### config.mk
export PLATFORM = sky130hd
export DESIGN_NAME = rx_phy_deframer
export DESIGN_NICKNAME = d
export VERILOG_FILES = /design/src/rtl/rx_phy_deframer.sv
export SDC_FILE = /design/constraint.sdc
export NUM_CORES = 1
export LEC_CHECK = 0
export BUFFER_PORTS_ARGS = -buffer_cell sky130_fd_sc_hd__buf_4
export CORE_MARGIN = 8
export CORE_UTILIZATION = 25
export CTS_CLUSTER_DIAMETER = 50
export DETAILED_ROUTE_END_ITERATION = 10
export HOLD_SLACK_MARGIN = 0.02
export PLACE_DENSITY = 0.5
export SLEW_MARGIN = 20
export SYNTH_ARGS = -nofsm -noshare
export SYNTH_HDL_FRONTEND = slang
export SYNTH_SLANG_ARGS = --single-unit
### constraint.sdc
create_clock -name inClock -period 2.2 [get_ports inClock]
set_input_delay 0.44 -clock inClock [delete_from_list [all_inputs] [get_ports inClock]]
set_output_delay 0.44 -clock inClock [all_outputs]
set_load 0.02 [all_outputs]
### src/rtl/rx_phy_deframer.sv
`default_nettype none
// ============================================================================
// Module   : rx_phy_deframer
// Purpose  : Drains the 4-bit receive FIFO fed by clock/data recovery, hunts
//            for the 802.15.4 synchronisation header (zero-nibble preamble and
//            SFD 0xA7), extracts the 7-bit PHR length and delivers the payload
//            as a qualified nibble stream with start/end markers. Sync, length
//            and inactivity-timeout errors are reported as one-cycle pulses.
// Ports    : inClock/inReset     - clock, asynchronous active-high reset
//            inEnable            - permits new FIFO reads
//            inEmpty/inData      - FIFO empty flag and read data (1-cycle lat.)
//            outReadEnable       - FIFO read strobe
//            outNibble/Valid     - payload nibble and its qualifier
//            outFrameStart/End   - first/last payload nibble markers
//            outLength           - PHR length (bytes) of current/last frame
//            outSyncError/outLengthError/outAbort - error pulses
//            outBusy             - high whenever a frame is being parsed
// Revision : 1.0 - initial release
// ============================================================================
module rx_phy_deframer #(
    parameter int PREAMBLE_NIBBLES = 8,
    parameter int MAX_LEN          = 127,
    parameter int TIMEOUT_CYCLES   = 1024
) (
    input  logic       inClock,
    input  logic       inReset,
    input  logic       inEnable,
    input  logic       inEmpty,
    input  logic [3:0] inData,
    output logic       outReadEnable,
    output logic [3:0] outNibble,
    output logic       outNibbleValid,
    output logic       outFrameStart,
    output logic       outFrameEnd,
    output logic [6:0] outLength,
    output logic       outSyncError,
    output logic       outLengthError,
    output logic       outAbort,
    output logic       outBusy
);

    localparam int c_ZC_W = $clog2(PREAMBLE_NIBBLES + 1);
    localparam int c_TO_W = $clog2(TIMEOUT_CYCLES + 1);
    localparam logic [c_ZC_W-1:0] c_ZC_LAST = c_ZC_W'(PREAMBLE_NIBBLES - 1);
    localparam logic [c_ZC_W-1:0] c_ZC_FULL = c_ZC_W'(PREAMBLE_NIBBLES);
    localparam logic [c_TO_W-1:0] c_TO_LAST = c_TO_W'(TIMEOUT_CYCLES - 1);
    localparam logic [7:0]        c_MAX_LEN = 8'(MAX_LEN);

    typedef enum logic [2:0] {
        S_HUNT    = 3'd0,
        S_SFD_LO  = 3'd1,
        S_SFD_HI  = 3'd2,
        S_LEN_LO  = 3'd3,
        S_LEN_HI  = 3'd4,
        S_PAYLOAD = 3'd5
    } state_t;

    state_t              state_q, state_d;
    logic [c_ZC_W-1:0]   zeroCnt_q, zeroCnt_d;
    logic [c_TO_W-1:0]   timeout_q, timeout_d;
    logic                rdPending_q;
    logic [3:0]          lenLow_q, lenLow_d;
    logic [7:0]          remain_q, remain_d;
    logic [6:0]          length_q, length_d;
    logic [3:0]          nibble_q, nibble_d;
    logic                nibbleValid_q, nibbleValid_d;
    logic                frameStart_q, frameStart_d;
    logic                frameEnd_q, frameEnd_d;
    logic                syncErr_q, syncErr_d;
    logic                lenErr_q, lenErr_d;
    logic                abort_q, abort_d;
    logic                busy_q, busy_d;

    logic                consume;
    logic [6:0]          phrLen;
    logic                firstNibble;

    // Reset gates the strobe so no FIFO entry is lost while the parser is held.
    assign outReadEnable = inEnable & ~inEmpty & ~inReset;

    // Read data is valid the cycle after the strobe, so the registered strobe
    // marks the cycle in which inData holds a fresh nibble.
    assign consume = rdPending_q;

    // PHR bit 7 is reserved; only the three low bits of the high nibble count.
    assign phrLen = {inData[2:0], lenLow_q};

    // The remaining count still equals twice the length only before the
    // first payload nibble has been taken.
    assign firstNibble = (remain_q == {length_q, 1'b0});

    always_comb begin
        state_d       = state_q;
        zeroCnt_d     = zeroCnt_q;
        timeout_d     = timeout_q;
        lenLow_d      = lenLow_q;
        remain_d      = remain_q;
        length_d      = length_q;
        nibble_d      = nibble_q;
        nibbleValid_d = 1'b0;
        frameStart_d  = 1'b0;
        frameEnd_d    = 1'b0;
        syncErr_d     = 1'b0;
        lenErr_d      = 1'b0;
        abort_d       = 1'b0;
        busy_d        = (state_q != S_HUNT);

        // Inactivity watchdog: only meaningful once a header is in progress.
        // An abort can only fire on an idle cycle, so it never lines up with
        // a nibble or another error pulse.
        if (state_q == S_HUNT || consume) begin
            timeout_d = '0;
        end else if (timeout_q == c_TO_LAST) begin
            abort_d   = 1'b1;
            state_d   = S_HUNT;
            zeroCnt_d = '0;
            timeout_d = '0;
            remain_d  = '0;
        end else begin
            timeout_d = timeout_q + c_TO_W'(1);
        end

        if (consume) begin
            unique case (state_q)
                S_HUNT: begin
                    if (inData == 4'h0) begin
                        if (zeroCnt_q == c_ZC_LAST) begin
                            zeroCnt_d = c_ZC_FULL;
                            state_d   = S_SFD_LO;
                        end else begin
                            zeroCnt_d = zeroCnt_q + c_ZC_W'(1);
                        end
                    end else begin
                        zeroCnt_d = '0;
                    end
                end
                S_SFD_LO: begin
                    // Extra preamble zeros are tolerated here.
                    if (inData == 4'h7) begin
                        state_d = S_SFD_HI;
                    end else if (inData != 4'h0) begin
                        syncErr_d = 1'b1;
                        state_d   = S_HUNT;
                        zeroCnt_d = '0;
                    end
                end
                S_SFD_HI: begin
                    if (inData == 4'hA) begin
                        state_d = S_LEN_LO;
                    end else begin
                        syncErr_d = 1'b1;
                        state_d   = S_HUNT;
                        zeroCnt_d = '0;
                    end
                end
                S_LEN_LO: begin
                    lenLow_d = inData;
                    state_d  = S_LEN_HI;
                end
                S_LEN_HI: begin
                    if (phrLen == 7'd0 || {1'b0, phrLen} > c_MAX_LEN) begin
                        lenErr_d  = 1'b1;
                        state_d   = S_HUNT;
                        zeroCnt_d = '0;
                    end else begin
                        length_d = phrLen;
                        remain_d = {phrLen, 1'b0};
                        state_d  = S_PAYLOAD;
                    end
                end
                S_PAYLOAD: begin
                    nibble_d      = inData;
                    nibbleValid_d = 1'b1;
                    frameStart_d  = firstNibble;
                    remain_d      = remain_q - 8'd1;
                    if (remain_q == 8'd1) begin
                        frameEnd_d = 1'b1;
                        state_d    = S_HUNT;
                        zeroCnt_d  = '0;
                    end
                end
                default: begin
                    state_d   = S_HUNT;
                    zeroCnt_d = '0;
                end
            endcase
        end
    end

    always_ff @(posedge inClock or posedge inReset) begin
        if (inReset) begin
            state_q       <= S_HUNT;
            zeroCnt_q     <= '0;
            timeout_q     <= '0;
            rdPending_q   <= 1'b0;
            lenLow_q      <= '0;
            remain_q      <= '0;
            length_q      <= '0;
            nibble_q      <= '0;
            nibbleValid_q <= 1'b0;
            frameStart_q  <= 1'b0;
            frameEnd_q    <= 1'b0;
            syncErr_q     <= 1'b0;
            lenErr_q      <= 1'b0;
            abort_q       <= 1'b0;
            busy_q        <= 1'b0;
        end else begin
            state_q       <= state_d;
            zeroCnt_q     <= zeroCnt_d;
            timeout_q     <= timeout_d;
            rdPending_q   <= outReadEnable;
            lenLow_q      <= lenLow_d;
            remain_q      <= remain_d;
            length_q      <= length_d;
            nibble_q      <= nibble_d;
            nibbleValid_q <= nibbleValid_d;
            frameStart_q  <= frameStart_d;
            frameEnd_q    <= frameEnd_d;
            syncErr_q     <= syncErr_d;
            lenErr_q      <= lenErr_d;
            abort_q       <= abort_d;
            busy_q        <= busy_d;
        end
    end

    assign outNibble      = nibble_q;
    assign outNibbleValid = nibbleValid_q;
    assign outFrameStart  = frameStart_q;
    assign outFrameEnd    = frameEnd_q;
    assign outLength      = length_q;
    assign outSyncError   = syncErr_q;
    assign outLengthError = lenErr_q;
    assign outAbort       = abort_q;
    assign outBusy        = busy_q;

endmodule
`default_nettype wire

==> flow_summary.yaml <==
timing:
  max-slew-margin-rel_pct: 56.3
  finalHoldViolCount: 0
  layout_min_cycle_time_ps: 2110
  fmax_mhz: 474
  tightest_slew_ps: 651
  setup_tns_ps: 0
  finalSetupViolations: 0
  grt_setup_unrepaired: "false"
  fin_crit_sh_pct: 95.9
  fin_skew_ps: 5.97
  whs_ps: 301
  slew_violations: 0
logic_synthesis:
  ys_seq_area_share_pct: 49.6
  syn_avg_cell_area_um2: 9.96
  synth-xor-area-share_pct: 7.09
  synth_edf_count: 0
  synth_top_family_by_area: "simple AND/OR/NAND/NOR gates"
  yosysTopAreaCell: "dfrtp_1"
  synth.mux.area_fraction_pct: 4.10
  synth.area.top_cells: "dfrtp_1 50%, nand2_1 5.5%, xnor2_1 4.6%, mux2_2 4.1%, nor2_1 4.0%"
  synth.net_count: 260
  synthAdderAreaFrac_pct: 2.03
  yosys_warnings: 0
  synth.distinct_cells: 54
  synthArstFlopShare_pct: 100
  synth-main-ff-cell: "dfrtp_1"
  synth_compound_area_share_pct: 10.6
  synth_cells: 248
  syn_area_um2: 2470
  synth_top_area_share_pct: 49.6
  ys_seq_elements: 49
  yosys.area_share.simple_pct: 22.7
cts:
  post_cts_buffers: 0
  cts_sinks: 49
  tritoncts: "yes"
  clk_pin_slew_ps: 90
  htree_levels: 2
  cts-root-buf: "clkbuf_8"
  cts_buffers: 5
  insertion_delay_ps: 300
  ctsHoldBuffers: 0
  cts_buffer_depth: 2
power_and_ir_drop:
  p_sw_mw: 1.18
  leakage_nw: 1.36
  peakVddDrop_v: 0.000390
  clkPwrFrac_pct: 18.3
  pwr_density_cell_nw_per_um2: 1060
  power.internal_mw: 1.96
  swShare_pct: 37.6
  comb_power_share_pct: 38.0
  seqPwrFrac_pct: 43.8
grt:
  grt_max_degree: 50
  grt_overflow: 0
  grt_use_total_pct: 8.80
  grt_pass1_wl_um: 9450
  grt_pass1_vias: 1878
  antenna_found_initial: 0
cells_and_area:
  fill_cells: 1012
  diodes: 0
  area_growth_pct: 20.6
  stdcell_count: 417
  drive_above_1_share_pct: 23.9
  final_common_cell: "dfrtp_1"
  nNetsFinal: 295
  final_cell_mix: "49 x dfrtp_1, 38 x buf_4, 35 x nand2_1"
detailed_routing:
  first_iter_violations: 113
  drt_pass1_iterations: 5
  num_vias: 1868
  vias_per_cell: 4.48
  drtAntennaViolNets: 0
  drt_drc_violations_left: 0
  postRouteWirelength_um: 5590
  wl_per_cell_um: 13.4
setup_path:
  cp_slowest_stage_delay_ps: 560
  cp_data_required_time_ps: 2380
  worstPathArrival_ps: 2300
  crit_buf_inv: 0
  cp_slowest_cell: "or4_4"
  crit_fanout: 4
  crit_path_cell_trace: "or4_4, nor4_4, o31a_2, a31oi_1, or2_1, a211o_1"
  setup.worst_path.start_class: "register"
  worstSetupPathType: "register to register"
  cpLargestDelayFamily: "simple AND/OR/NAND/NOR gates"
  end_kind: "register"
die:
  die_w_um: 115
  io_pins: 27
  dieArea_um2: 13300
  die_h_um: 115
  core.rowCount: 36
  core_area_um2: 9680
  start_util_pct: 25.5
job:
  drv_cap: 0
placement:
  hpwl_um: 4180
  io_buffers: 26
  gp_congestion: 0.774
  place_inst: 409
hold_path:
  min_path_type: "input pin to asynchronous set/reset pin"
run_status:
  outcome: "complete, no violations"
through the flow:
stage                     setup WS (ps)  utilization [%]  cell area, um2  power [mW]
after floorplan                     139                -            2470        2.16
after global placement              144             29.5            2860        2.58
after detailed placement           97.0             29.5            2860        2.59
after CTS                          98.5             30.6            2960        3.18
after global routing               22.6             30.7            2980        3.39
final                              89.5             30.7            2980        3.14
worst min-delay path: stages:
cell   delay [ps]
buf_4         120
inv_2          30
buf_4         480
area by class of cell:
cell class | count | area, um2 | area share, %
clock buffer | 7 | 96.3 | 3.24
clock inverter | 1 | 5.00 | 0.168
inverter | 8 | 30.0 | 1.01
multi-input combinational | 181 | 1170 | 39.2
sequential | 49 | 1230 | 41.2
tap | 133 | 166 | 5.59
timing repair buffer | 38 | 285 | 9.58
synth_stat cells (2+ instances only):
| library cell | number |
|---|---|
| clkbuf_1 | 3 |
| o21ai_0 | 10 |
| buf_2 | 3 |
| and4_1 | 2 |
| a21oi_1 | 7 |
| a31oi_1 | 2 |
| nand4_1 | 4 |
| a22o_1 | 3 |
| ha_1 | 4 |
| xnor2_1 | 13 |
| nor4_1 | 3 |
| xor2_1 | 7 |
| nand2_1 | 36 |
| dfrtp_1 | 49 |
| inv_1 | 8 |
| nand3_1 | 8 |
| and3_1 | 8 |
| nor2_1 | 26 |
| mux2_2 | 9 |
| nor3_1 | 9 |
routing by layer:
layer  routed length (um)  vias to the layer above  global-route usage [%]
met1                 2930                      891                    12.5
met5                    0                        -                       0
met4                   49                        0                    3.15
li1                     -                      938                       -
met3                  215                        2                    1.31
met2                 2400                       37                    13.2
registers in the layout (all words and copies together) (netlist names), 3 cells and up:
name / count
outNibble: 4
outLength: 7
timeout_q: 11
state_q: 3
remain_q: 8
zeroCnt_q: 4
lenLow_q: 4
worst paths after layout:
path | to | depth (start not counted) | from | slack (ps)
min in group inClock | consume | 2 | inEmpty | 310
worst min register to register | timeout_q[0] | 1 | timeout_q[0] | 450
worst max register to register | zeroCnt_q[3] | 6 | lenLow_q[1] | 90
worst min-delay path | consume | 3 | inReset | 300
max in group asynchronous | outNibble[1] | 3 | inReset | 1460
worst max-delay path | zeroCnt_q[3] | 6 | lenLow_q[1] | 90
power groups by stage:
stage          registers, mW  logic [mW]  clock network [mW]
3_3_place_gp            1.39        1.19                   0
3_5_place_dp            1.39        1.20                   0
4_1_cts                 1.38        1.20               0.601
6_report                1.38        1.19               0.574
5_1_grt                 1.42        1.34               0.628
2_1_floorplan           1.44       0.724                   0
logic make-up (layout without fill, tap and decap cells):
group / Yosys count / after routing
muxes: 9 / 9
adders and majority gates: 4 / 4
buffers and inverters: 18 / 54
and+or+nand+nor: 110 / 110
AOI/OAI and AO/OA: 38 / 38
xor gates and xnor gates: 20 / 20
DFF: 49 / 49
repair_timing:
action / 4_1_cts / 5_1_grt
resized for setup: 0 / 3
hold endpoints to repair: 0 / 0
setup endpoints to repair: 0 / 1
Note: power is estimated with default switching activity, not from simulation.
